**src/rtl/scan_display_pkg.sv**
```systemverilog
// Shared constants for the multiplexed 7-segment scanner: segment table and blank code.
// Latency: none (constants only).
// Backpressure: not applicable.
package scan_display_pkg;

    // Active-low {a,b,c,d,e,f,g,dp}; entry n is the pattern for hex digit n (index 15 leftmost)
    localparam logic [15:0][7:0] SEG_TABLE = {
        8'h71, 8'h61, 8'h85, 8'h63, 8'hC1, 8'h11, 8'h09, 8'h01,
        8'h1F, 8'h41, 8'h49, 8'h99, 8'h0D, 8'h25, 8'h9F, 8'h03
    };

    localparam logic [7:0] SEG_BLANK  = 8'hFF;
    localparam int         SEG_DP_BIT = 0;

endpackage

```
**src/rtl/scan_display_n_if.sv**
```systemverilog
// Bundle of display-data inputs and scanned segment/anode outputs.
// Latency: none (wiring only).
// Backpressure: none; load is a fire-and-forget strobe.
interface scan_display_n_if #(
    parameter int DIGITS   = 8,
    parameter int PWM_BITS = 4
);
    localparam int WW = (DIGITS > 1) ? $clog2(DIGITS) : 1;

    logic [4*DIGITS-1:0] data;
    logic [DIGITS-1:0]   dp;
    logic                lz_en;
    logic                load;
    logic [PWM_BITS-1:0] bright;
    logic [WW-1:0]       which;
    logic [DIGITS-1:0]   an;
    logic [7:0]          seg;
    logic                frame;

    modport master (
        output data, dp, lz_en, load, bright,
        input  which, an, seg, frame
    );

    modport slave (
        input  data, dp, lz_en, load, bright,
        output which, an, seg, frame
    );
endinterface

```
**src/rtl/seg7_decode.sv**
```systemverilog
// Hex nibble to active-low 7-segment pattern with decimal point and blank override.
// Latency: combinational.
// Backpressure: none.
module seg7_decode
    import scan_display_pkg::*;
(
    input  logic [3:0] nibble,
    input  logic       dp,
    input  logic       blank,
    output logic [7:0] seg
);
    // Table lookup, then dp, then blanking wins over everything
    always_comb begin
        seg = SEG_TABLE[nibble];
        if (dp) begin
            seg[SEG_DP_BIT] = 1'b0;
        end
        if (blank) begin
            seg = SEG_BLANK;
        end
    end
endmodule

```
**src/rtl/scan_display_n.sv**
```systemverilog
// Time-multiplexed N-digit hex display driver with PWM dimming and leading-zero blanking.
// Latency: seg/an registered, valid one clock after which changes; new data shows from the next frame.
// Backpressure: none; a load is always accepted and the latest one wins until the frame boundary.
module scan_display_n #(
    parameter int DIGITS   = 8,
    parameter int DIV_BITS = 11,
    parameter int PWM_BITS = 4
) (
    input  logic            clk,
    input  logic            rst_n,
    scan_display_n_if.slave bus
);
    import scan_display_pkg::*;

    localparam int            WW   = (DIGITS > 1) ? $clog2(DIGITS) : 1;
    localparam logic [WW-1:0] LAST = WW'(DIGITS - 1);

    logic [DIV_BITS-1:0] cnt;
    logic                tick;
    logic                wrap;
    logic [WW-1:0]       which;
    logic                frame;

    logic                pending;
    logic [4*DIGITS-1:0] stg_data;
    logic [DIGITS-1:0]   stg_dp;
    logic                stg_lz;
    logic [4*DIGITS-1:0] disp_data;
    logic [DIGITS-1:0]   disp_dp;
    logic                disp_lz;

    logic [DIGITS-1:0]   lz_mask;
    logic                nz_acc;
    logic [WW-1:0]       pos;
    logic [PWM_BITS-1:0] phase;
    logic                lit;
    logic [7:0]          seg_d;
    logic [DIGITS-1:0]   an_d;
    logic [7:0]          seg_q;
    logic [DIGITS-1:0]   an_q;

    assign tick = &cnt;
    assign wrap = tick && (which == LAST);

    // Prescaler, scan index and end-of-frame pulse
    always_ff @(posedge clk or negedge rst_n) begin
        if (!rst_n) begin
            cnt   <= '0;
            which <= '0;
            frame <= 1'b0;
        end else begin
            cnt   <= cnt + DIV_BITS'(1);
            frame <= wrap;
            if (tick) begin
                which <= wrap ? '0 : which + WW'(1);
            end
        end
    end

    // Staging capture; a load on the wrap cycle wins over the clear so it waits a frame
    always_ff @(posedge clk or negedge rst_n) begin
        if (!rst_n) begin
            pending  <= 1'b0;
            stg_data <= '0;
            stg_dp   <= '0;
            stg_lz   <= 1'b0;
        end else if (bus.load) begin
            pending  <= 1'b1;
            stg_data <= bus.data;
            stg_dp   <= bus.dp;
            stg_lz   <= bus.lz_en;
        end else if (wrap) begin
            pending  <= 1'b0;
        end
    end

    // Display register only changes at the frame boundary so a frame is never torn
    always_ff @(posedge clk or negedge rst_n) begin
        if (!rst_n) begin
            disp_data <= '0;
            disp_dp   <= '0;
            disp_lz   <= 1'b0;
        end else if (wrap && pending) begin
            disp_data <= stg_data;
            disp_dp   <= stg_dp;
            disp_lz   <= stg_lz;
        end
    end

    // Leading-zero mask: prefix-OR of nonzero nibbles from the leftmost position down
    always_comb begin
        nz_acc  = 1'b0;
        lz_mask = '0;
        for (int i = DIGITS - 1; i >= 0; i--) begin
            nz_acc     = nz_acc | (|disp_data[4*i +: 4]);
            lz_mask[i] = disp_lz & ~nz_acc & ~disp_dp[i] & (i != 0);
        end
    end

    // which=0 scans the leftmost position; digit is dark outside the PWM window and on the scan edge
    assign pos   = LAST - which;
    assign phase = cnt[DIV_BITS-1 -: PWM_BITS];
    assign lit   = (phase < bus.bright) && !tick;
    assign an_d  = lit ? ~(DIGITS'(1) << which) : '1;

    seg7_decode u_dec (
        .nibble (disp_data[{pos, 2'b00} +: 4]),
        .dp     (disp_dp[pos]),
        .blank  (lz_mask[pos] | ~lit),
        .seg    (seg_d)
    );

    // Registered pin drive
    always_ff @(posedge clk or negedge rst_n) begin
        if (!rst_n) begin
            seg_q <= SEG_BLANK;
            an_q  <= '1;
        end else begin
            seg_q <= seg_d;
            an_q  <= an_d;
        end
    end

    assign bus.which = which;
    assign bus.seg   = seg_q;
    assign bus.an    = an_q;
    assign bus.frame = frame;
endmodule

```
**src/flat_wrapper.sv**
```systemverilog
// flat-port wrapper written by rule: the top's interface ports become plain ports
module scan_display_n_flat import scan_display_pkg::*;
#(
    parameter int DIGITS   = 8,
    parameter int DIV_BITS = 11,
    parameter int PWM_BITS = 4
)
  (clk, rst_n, bus_data, bus_dp, bus_lz_en, bus_load, bus_bright, bus_which, bus_an, bus_seg, bus_frame);
  scan_display_n_if #(.DIGITS(DIGITS), .PWM_BITS(PWM_BITS)) bus_i ();
  input  logic clk;
  input  logic rst_n;
  input wire logic [$bits(bus_i.data)-1:0] bus_data;
  input wire logic [$bits(bus_i.dp)-1:0] bus_dp;
  input wire logic [$bits(bus_i.lz_en)-1:0] bus_lz_en;
  input wire logic [$bits(bus_i.load)-1:0] bus_load;
  input wire logic [$bits(bus_i.bright)-1:0] bus_bright;
  output wire logic [$bits(bus_i.which)-1:0] bus_which;
  output wire logic [$bits(bus_i.an)-1:0] bus_an;
  output wire logic [$bits(bus_i.seg)-1:0] bus_seg;
  output wire logic [$bits(bus_i.frame)-1:0] bus_frame;
  assign bus_i.data = bus_data;
  assign bus_i.dp = bus_dp;
  assign bus_i.lz_en = bus_lz_en;
  assign bus_i.load = bus_load;
  assign bus_i.bright = bus_bright;
  assign bus_which = bus_i.which;
  assign bus_an = bus_i.an;
  assign bus_seg = bus_i.seg;
  assign bus_frame = bus_i.frame;
  scan_display_n #(.DIGITS(DIGITS), .DIV_BITS(DIV_BITS), .PWM_BITS(PWM_BITS)) u_core (.clk(clk), .rst_n(rst_n), .bus(bus_i));
endmodule
```
**config.mk**
```make
export PLATFORM = sky130hd
export DESIGN_NAME = scan_display_n_flat
export DESIGN_NICKNAME = d
export VERILOG_FILES = /design/src/rtl/scan_display_pkg.sv /design/src/rtl/scan_display_n_if.sv /design/src/rtl/seg7_decode.sv /design/src/rtl/scan_display_n.sv /design/src/flat_wrapper.sv
export SDC_FILE = /design/constraint.sdc
export NUM_CORES = 1
export LEC_CHECK = 0
export CAP_MARGIN = 20
export CORE_AREA = 2 2 118 120
export CTS_CLUSTER_SIZE = 16
export DETAILED_ROUTE_END_ITERATION = 10
export DIE_AREA = 0 0 120 122
export PLACE_DENSITY = 0.62
export SYNTH_ARGS = -nofsm -noshare
export SYNTH_HDL_FRONTEND = slang
export SYNTH_HIERARCHICAL = 1
export SYNTH_SLANG_ARGS = --single-unit
```
**constraint.sdc**
```tcl
create_clock -name clk -period 3.03 [get_ports clk]
set_clock_uncertainty 0.05 [all_clocks]
set_input_delay 0.606 -clock clk [delete_from_list [all_inputs] [get_ports clk]]
set_output_delay 0.606 -clock clk [all_outputs]
set_load 0.005 [all_outputs]
```
==> results.yml <==
cells_and_area:
  layout-drive-gt1-share_pct: 34.1
  layout.nets: 505
  antenna_cells: 0
  areaGrowthSynthToFinish_pct: 29.2
min_path:
  hold_class: "in -> async"
routing:
  vias_per_cell: 4.82
  post_drt_wl_per_cell_microns: 15.4
  wl_microns: 9750
  drt_pass1_iterations: 4
  drc_errors: 0
  drt_iter0_markers: 147
  postRouteAntennaNets: 0
  num_vias: 3046
floorplan:
  die_area_sq_um: 14600
  rows: 43
  ios: 68
  die_h_microns: 122
  die_w_microns: 120
  start_util_pct: 38.5
  core_area_sq_um: 13500
sta:
  finalSetupViolCount: 0
  fin_crit_sh_pct: 90.9
  rsz0062_at_grt: "no"
  min_period_ns: 2.75
  maxSlewViolCount: 0
  max_slew_margin_pct: 38.9
  fin_setup_tns_ns: 0
  max_freq_mhz: 363
  worst_slew_pin_slew_ns: 0.916
  finalHoldViolCount: 0
clocking:
  clk_pin_slew_worst_paths_ns: 0.05
  htree_levels: 4
  post-cts-setup-buffers: 0
  ctsLongestPathBuffers: 2
  post_cts_resized: 0
  insertion_delay_ns: 0.40
  cts_tree: "done"
  cts_buffers: 17
  cts.root.buffer_cell: "clkbuf_16"
  hold_buffers: 0
  clock_sinks: 114
power_and_ir_drop:
  p_seq_share_pct: 41.1
  power_frac_clock_pct: 54.5
  ir_worst_vdd_mv: 0.318
  powerDensity_nw_per_um2: 587
  comb_power_share_pct: 4.5
  power_switching_uw: 755
  internal-power_mw: 3.19
  leakage_nw: 3.10
  power_mw: 3.95
  swShare_pct: 19.1
critical_path:
  startpoint: "u_core/bus.which[1]"
  path_class: "reg -> reg"
  crit_slowest_cell: "o31ai_1"
  crit_arrival_ns: 3.03
  endpoint_kind: "flip-flop"
  path_cells: "nor4b_1, nand3_1, o21ai_0, a21oi_1, o31ai_1, nor2b_1, a32oi_1"
  critical_path_required_ns: 3.31
  cpLargestDelayFamily: "compound AO/OA/AOI/OAI gates"
  startpoint_type: "flip-flop"
  timing.rr.start: "u_core/bus.which[1]"
  max_stage_delay_ns: 0.77
  path_buf_inv: 0
  crit_fanout: 16
placed_design:
  place_congestion: 0.796
  io_buffers: 67
  post-dp-hpwl_microns: 6950
synthesis:
  synthCells: 361
  yosysWarnings: 6
  ys_types: 46
  ys.flop_type: "dfrtp_1"
  synth_seq_area_share_pct: 55.2
  async_flop_share_pct: 100
  synthesis.nets: 426
  synth.avg_cell_area_sq_um: 14.4
  synth-edff-count: 0
  ys_seq_elements: 114
  netlist_area_sq_um: 5200
job:
  cap_viol_max_count: 0
grt:
  grt_overflow: 0
  grt_pass1_wl_microns: 16500
  antenna_found_initial: 0
  grt_max_degree: 65
  first_global_vias: 3247
  grt_usage_pct: 14.7
run_status:
  status: "finished clean"
state kept, by name, indices dropped and copies added, names as in the netlist:
name,cells
u_core/disp_data,32
u_core/bus.frame,1
u_core/disp_lz,1
u_core/bus.which,3
u_core/stg_lz,1
u_core/stg_data,32
u_core/cnt,11
u_core/bus.seg,8
u_core/pending,1
u_core/bus.an,8
u_core/stg_dp,8
u_core/disp_dp,8
per-layer routing:
layer	vias up	global-route usage [%]	routed length, microns
met5	-	0	0
met4	0	5.88	128
met3	7	4.17	356
met2	66	23.0	4650
met1	1522	19.3	4610
li1	1451	-	-
cell usage after synthesis, types with 4 or more instances:
| library cell | count | area share, % |
|---|---|---|
| nor4_1 | 5 | 0.60 |
| ha_1 | 17 | 4.1 |
| dfstp_2 | 16 | 8.1 |
| nor2_1 | 14 | 1.0 |
| o21ai_0 | 4 | 0.38 |
| xnor2_1 | 6 | 1.0 |
| dfrtp_1 | 98 | 47 |
| mux2_4 | 40 | 12 |
| nand2_1 | 22 | 1.6 |
| inv_1 | 12 | 0.87 |
| buf_6 | 5 | 1.1 |
| mux2_2 | 42 | 9.1 |
| clkbuf_1 | 8 | 0.58 |
| nand3_1 | 14 | 1.3 |
| mux4_2 | 10 | 4.3 |
through the flow:
stage | util [%] | hold WS [ns] | instance area, sq um | setup slack [ns] | std cells
6_report | 49.8 | 0.184 | 6730 | 0.276 | 632
5_1_grt | 49.8 | 0.226 | 6730 | 0.0537 | 632
4_1_cts | 49.8 | 0.198 | 6730 | 0.301 | 632
3_5_place_dp | 45.0 | 0.415 | 6080 | 0.279 | 601
3_3_place_gp | 45.0 | 0.410 | 6080 | 0.345 | 601
2_1_floorplan | - | 0.260 | 5200 | 0.511 | 361
power groups by stage:
| stage | Clock (mW) | Combinational (mW) | Sequential, mW |
|---|---|---|---|
| floorplan | 0 | 0.0748 | 1.63 |
| global placement | 0 | 0.177 | 1.64 |
| detailed placement | 0 | 0.182 | 1.65 |
| CTS | 2.20 | 0.183 | 1.62 |
| global route | 2.26 | 0.196 | 1.63 |
| finish | 2.15 | 0.177 | 1.62 |
layout make-up:
type                       count  area, sq um
fill                        1170         6780
sequential                   114         2870
multi-input combinational    218         2180
timing repair buffer          77          763
clock buffer                  21          460
tap                          180          225
clock inverter                10          181
inverter                      12         45.0
final timing paths:
path	end	depth (start not counted)	slack, ns
setup reg to reg	u_core/bus.seg[4]	7	0.28
hold reg to reg	u_core/cnt[4]	1	0.42
min in group clk	u_core/cnt[4]	1	0.42
max in group asynchronous	u_core/bus.an[6]	2	1.96
setup / recovery	u_core/bus.seg[4]	7	0.28
hold / removal	u_core/disp_data[28]	1	0.18
layout by cell type (no fill, tap or decap), types with 2 or more instances in the layout:
cell type         n
a21o_1            3
a21oi_1           3
a221o_1           2
a32oi_1           2
and3_1            2
buf_12            2
buf_4             9
bufinv_16         5
clkbuf_1          2
clkbuf_16        17
clkbuf_8          2
clkdlybuf4s50_1  65
clkinv_2          3
dfrtp_1          98
dfstp_2          16
ha_1             17
inv_1            12
mux2_1            2
mux2_2           42
mux2_4           40
mux2i_1           3
mux4_2           10
nand2_1          22
nand2b_1          3
nand3_1          14
nand4_1           2
nor2_1           14
nor3_1            2
nor4_1            5
o21ai_0           4
xnor2_1           6
xor2_1            3
kinds of logic (layout without fill, tap and decap cells):
group / count (synthesis) / in the layout / synth area share, %
XOR/XNOR: 9 / 9 / 1.51
AND/OR/NAND/NOR: 72 / 72 / 6.92
flip-flops: 114 / 114 / 55.2
AO/OA/AOI/OAI: 23 / 23 / 3.34
buffers and inverters: 29 / 120 / 2.98
multiplexers: 97 / 97 / 26.0
adder cells (fa/ha/maj): 17 / 17 / 4.09
Power figures use the tool's default switching activity.
==> RTL edit: new RTL, same flow settings <==
`PWM_BITS` is set to 4 in 3 places; all go to 5.
--- a/src/rtl/scan_display_n_if.sv
+++ b/src/rtl/scan_display_n_if.sv
@@ -5,3 +5,3 @@
     parameter int DIGITS   = 8,
-    parameter int PWM_BITS = 4
+    parameter int PWM_BITS = 5
 );
--- a/src/rtl/scan_display_n.sv
+++ b/src/rtl/scan_display_n.sv
@@ -6,3 +6,3 @@
     parameter int DIV_BITS = 11,
-    parameter int PWM_BITS = 4
+    parameter int PWM_BITS = 5
 ) (
--- a/src/flat_wrapper.sv
+++ b/src/flat_wrapper.sv
@@ -5,3 +5,3 @@
     parameter int DIV_BITS = 11,
-    parameter int PWM_BITS = 4
+    parameter int PWM_BITS = 5
 )
Ports: changed (resized bus_bright); port bits go from 68 to 69. The function was not compared with the original's and may differ.
==> RTL edit against the unedited design <==
  * Synthesized area is 1.3% higher
  * Sequential cell count stayed put
  * Power is 6.4% lower
  * Final area hardly changed
  * Wire length is 0.40% higher
  * Setup slack better by 160 ps
  * Via count is 1.7% higher
  * Count of clock-buffer cells in the layout is 6 higher
  * Global-route usage is 0.20 points higher
  * Critical endpoint is now u_core/bus.seg[6]
  * Largest cell class unchanged
==> RTL edit: results (changes against the unedited design) <==
- Status: completed
- Worst slack, placed: 183.4 ps (-95.22 ps)
- Final Cell Area: 6729 sq um (about the same)
- VDD IR max: 0.0003372 V (+6.0%)
- Leakage: 3.081 nW (-0.60%)
- Reg-to-Reg End: u_core/bus.seg[6]
- Vias in the first global route: 3305 (+1.8%)
- Slowest cell delay on critical path: 630 ps (-140 ps)
- IO Port Bufs: 68 (+1.5%)
- Fin nets: 511 (+1.2%)
- Worst hold slack: 164.8 ps (-18.90 ps)
- Register-to-Register Path Depth: 7 (unchanged)
- DP Area: 6150 sq um (+1.1%)
- Clock latency on the worst-skew pair: 410 ps
- Final RePlAce weighted congestion: 0.8129 (+2.2%)
- Total Wirelength: 9786 um (+0.40%)
- TritonCTS buffer count: 17 (unchanged)
- Min Tclk post-route: 2597 ps (-157.2 ps)
- Biggest regs: u_core/disp_data: 32 flops, u_core/stg_data: 32 flops, u_core/cnt: 11 flops
- Commonest cells post-synth: dfrtp_1, mux2_2, mux2_4
- Worst Max-Slew Pin Slew: 924.8 ps (+8.283 ps)
- # fillers: 1167 (-0.26%)
- Total track usage: 0.1488 (+0.002018)
- Critical path's slowest cell: dfrtp_2
- Worst r2r src: u_core/bus.which[0]
- Largest net degree at the start of global routing: 50 (-23%)
- First-pass GRT wire length: 16750 um (+1.3%)
- Sequential area share after synthesis: 0.5450 (-0.006943)
- Top Family by Delay on Critical Path: flip-flops
- DRT iter0 DRCs: 250 (+70%)
- Net Count, Synth: 431 (+1.2%)
- Post-DP HPWL: 7017 um (+1.0%)
- Crit path max fanout: 17 (+1)
- Layout cells sized above 1: 0.3465 (+0.005783)
- Synth Warn #: 6 (unchanged)
- TritonRoute pass-1 iters: 4 (unchanged)
- Vias after detailed routing: 3098 (+1.7%)
- Post-synth cell types: 47 (+2.2%)
- Antenna violations before repair: 0 (unchanged)
- Top post-synthesis cells by area: dfrtp_1, mux2_4, mux2_2, dfstp_2, ha_1
- Worst-path clk slew: 50 ps (about the same)
- CP arrival: 2880 ps (-150 ps)
- Reg-to-reg slack, setup: 430 ps (+160 ps)
- Clock tree buffer depth: 2 (unchanged)
- Top_reg_cell synth: dfrtp_1
-- RTL edit: how the worst max path moves through the flow --
stage	start	end	slack, ps	cells after the start
2_1_floorplan	u_core/bus.which[0]	u_core/bus.seg[6]	330	9
3_3_place_gp	u_core/bus.which[0]	u_core/bus.seg[6]	270	7
3_5_place_dp	u_core/bus.which[0]	u_core/bus.seg[6]	180	7
4_1_cts	u_core/bus.which[0]	u_core/bus.seg[6]	170	7
5_1_grt	u_core/bus.which[0]	u_core/bus.seg[6]	260	7
6_report	u_core/bus.which[0]	u_core/bus.seg[6]	430	7
-- RTL edit: power by group --
group	internal [mW]	switching (mW)
clock	1.27	0.629
sequential	1.58	0.0346
combinational	0.112	0.0638
total	2.97	0.727
-- RTL edit: cell families after synthesis --
kind of cell,after synthesis,synth area share
mux,97,0.2564
fa+ha+maj,18,0.04273
xor+xnor,9,0.01495
compound gates,24,0.03608
buf+inv,30,0.03038
simple gates,72,0.07453
flops,114,0.5450
-- RTL edit: through the flow --
step | total power, mW | std cells
final | 3.692 | 636
after global routing | 3.849 | 636
after CTS | 3.747 | 636
after detailed placement | 1.824 | 605
after global placement | 1.818 | 605
after floorplan | 1.702 | 364
-- RTL edit: timing repair --
action | CTS | global route
buffers inserted | 0 | 0
setup endpoints to repair | 0 | 1
gates resized for setup | 0 | 1
-- RTL edit: area by class of cell --
class                   instances  share of cell area
clock buffers                  27             0.07921
clock inverters                 4            0.006694
inverters                      12            0.006694
multi-input cells             220              0.3327
flip-flops and latches        114              0.4271
well taps                     180             0.03347
repair buffers                 79              0.1142
-- RTL edit: metal layers --
layer / wire length [um] / global-route usage
met1: 4524 / 0.1857
met2: 4642 / 0.2351
met3: 462 / 0.05337
met4: 157 / 0.06250
met5: 0 / 0
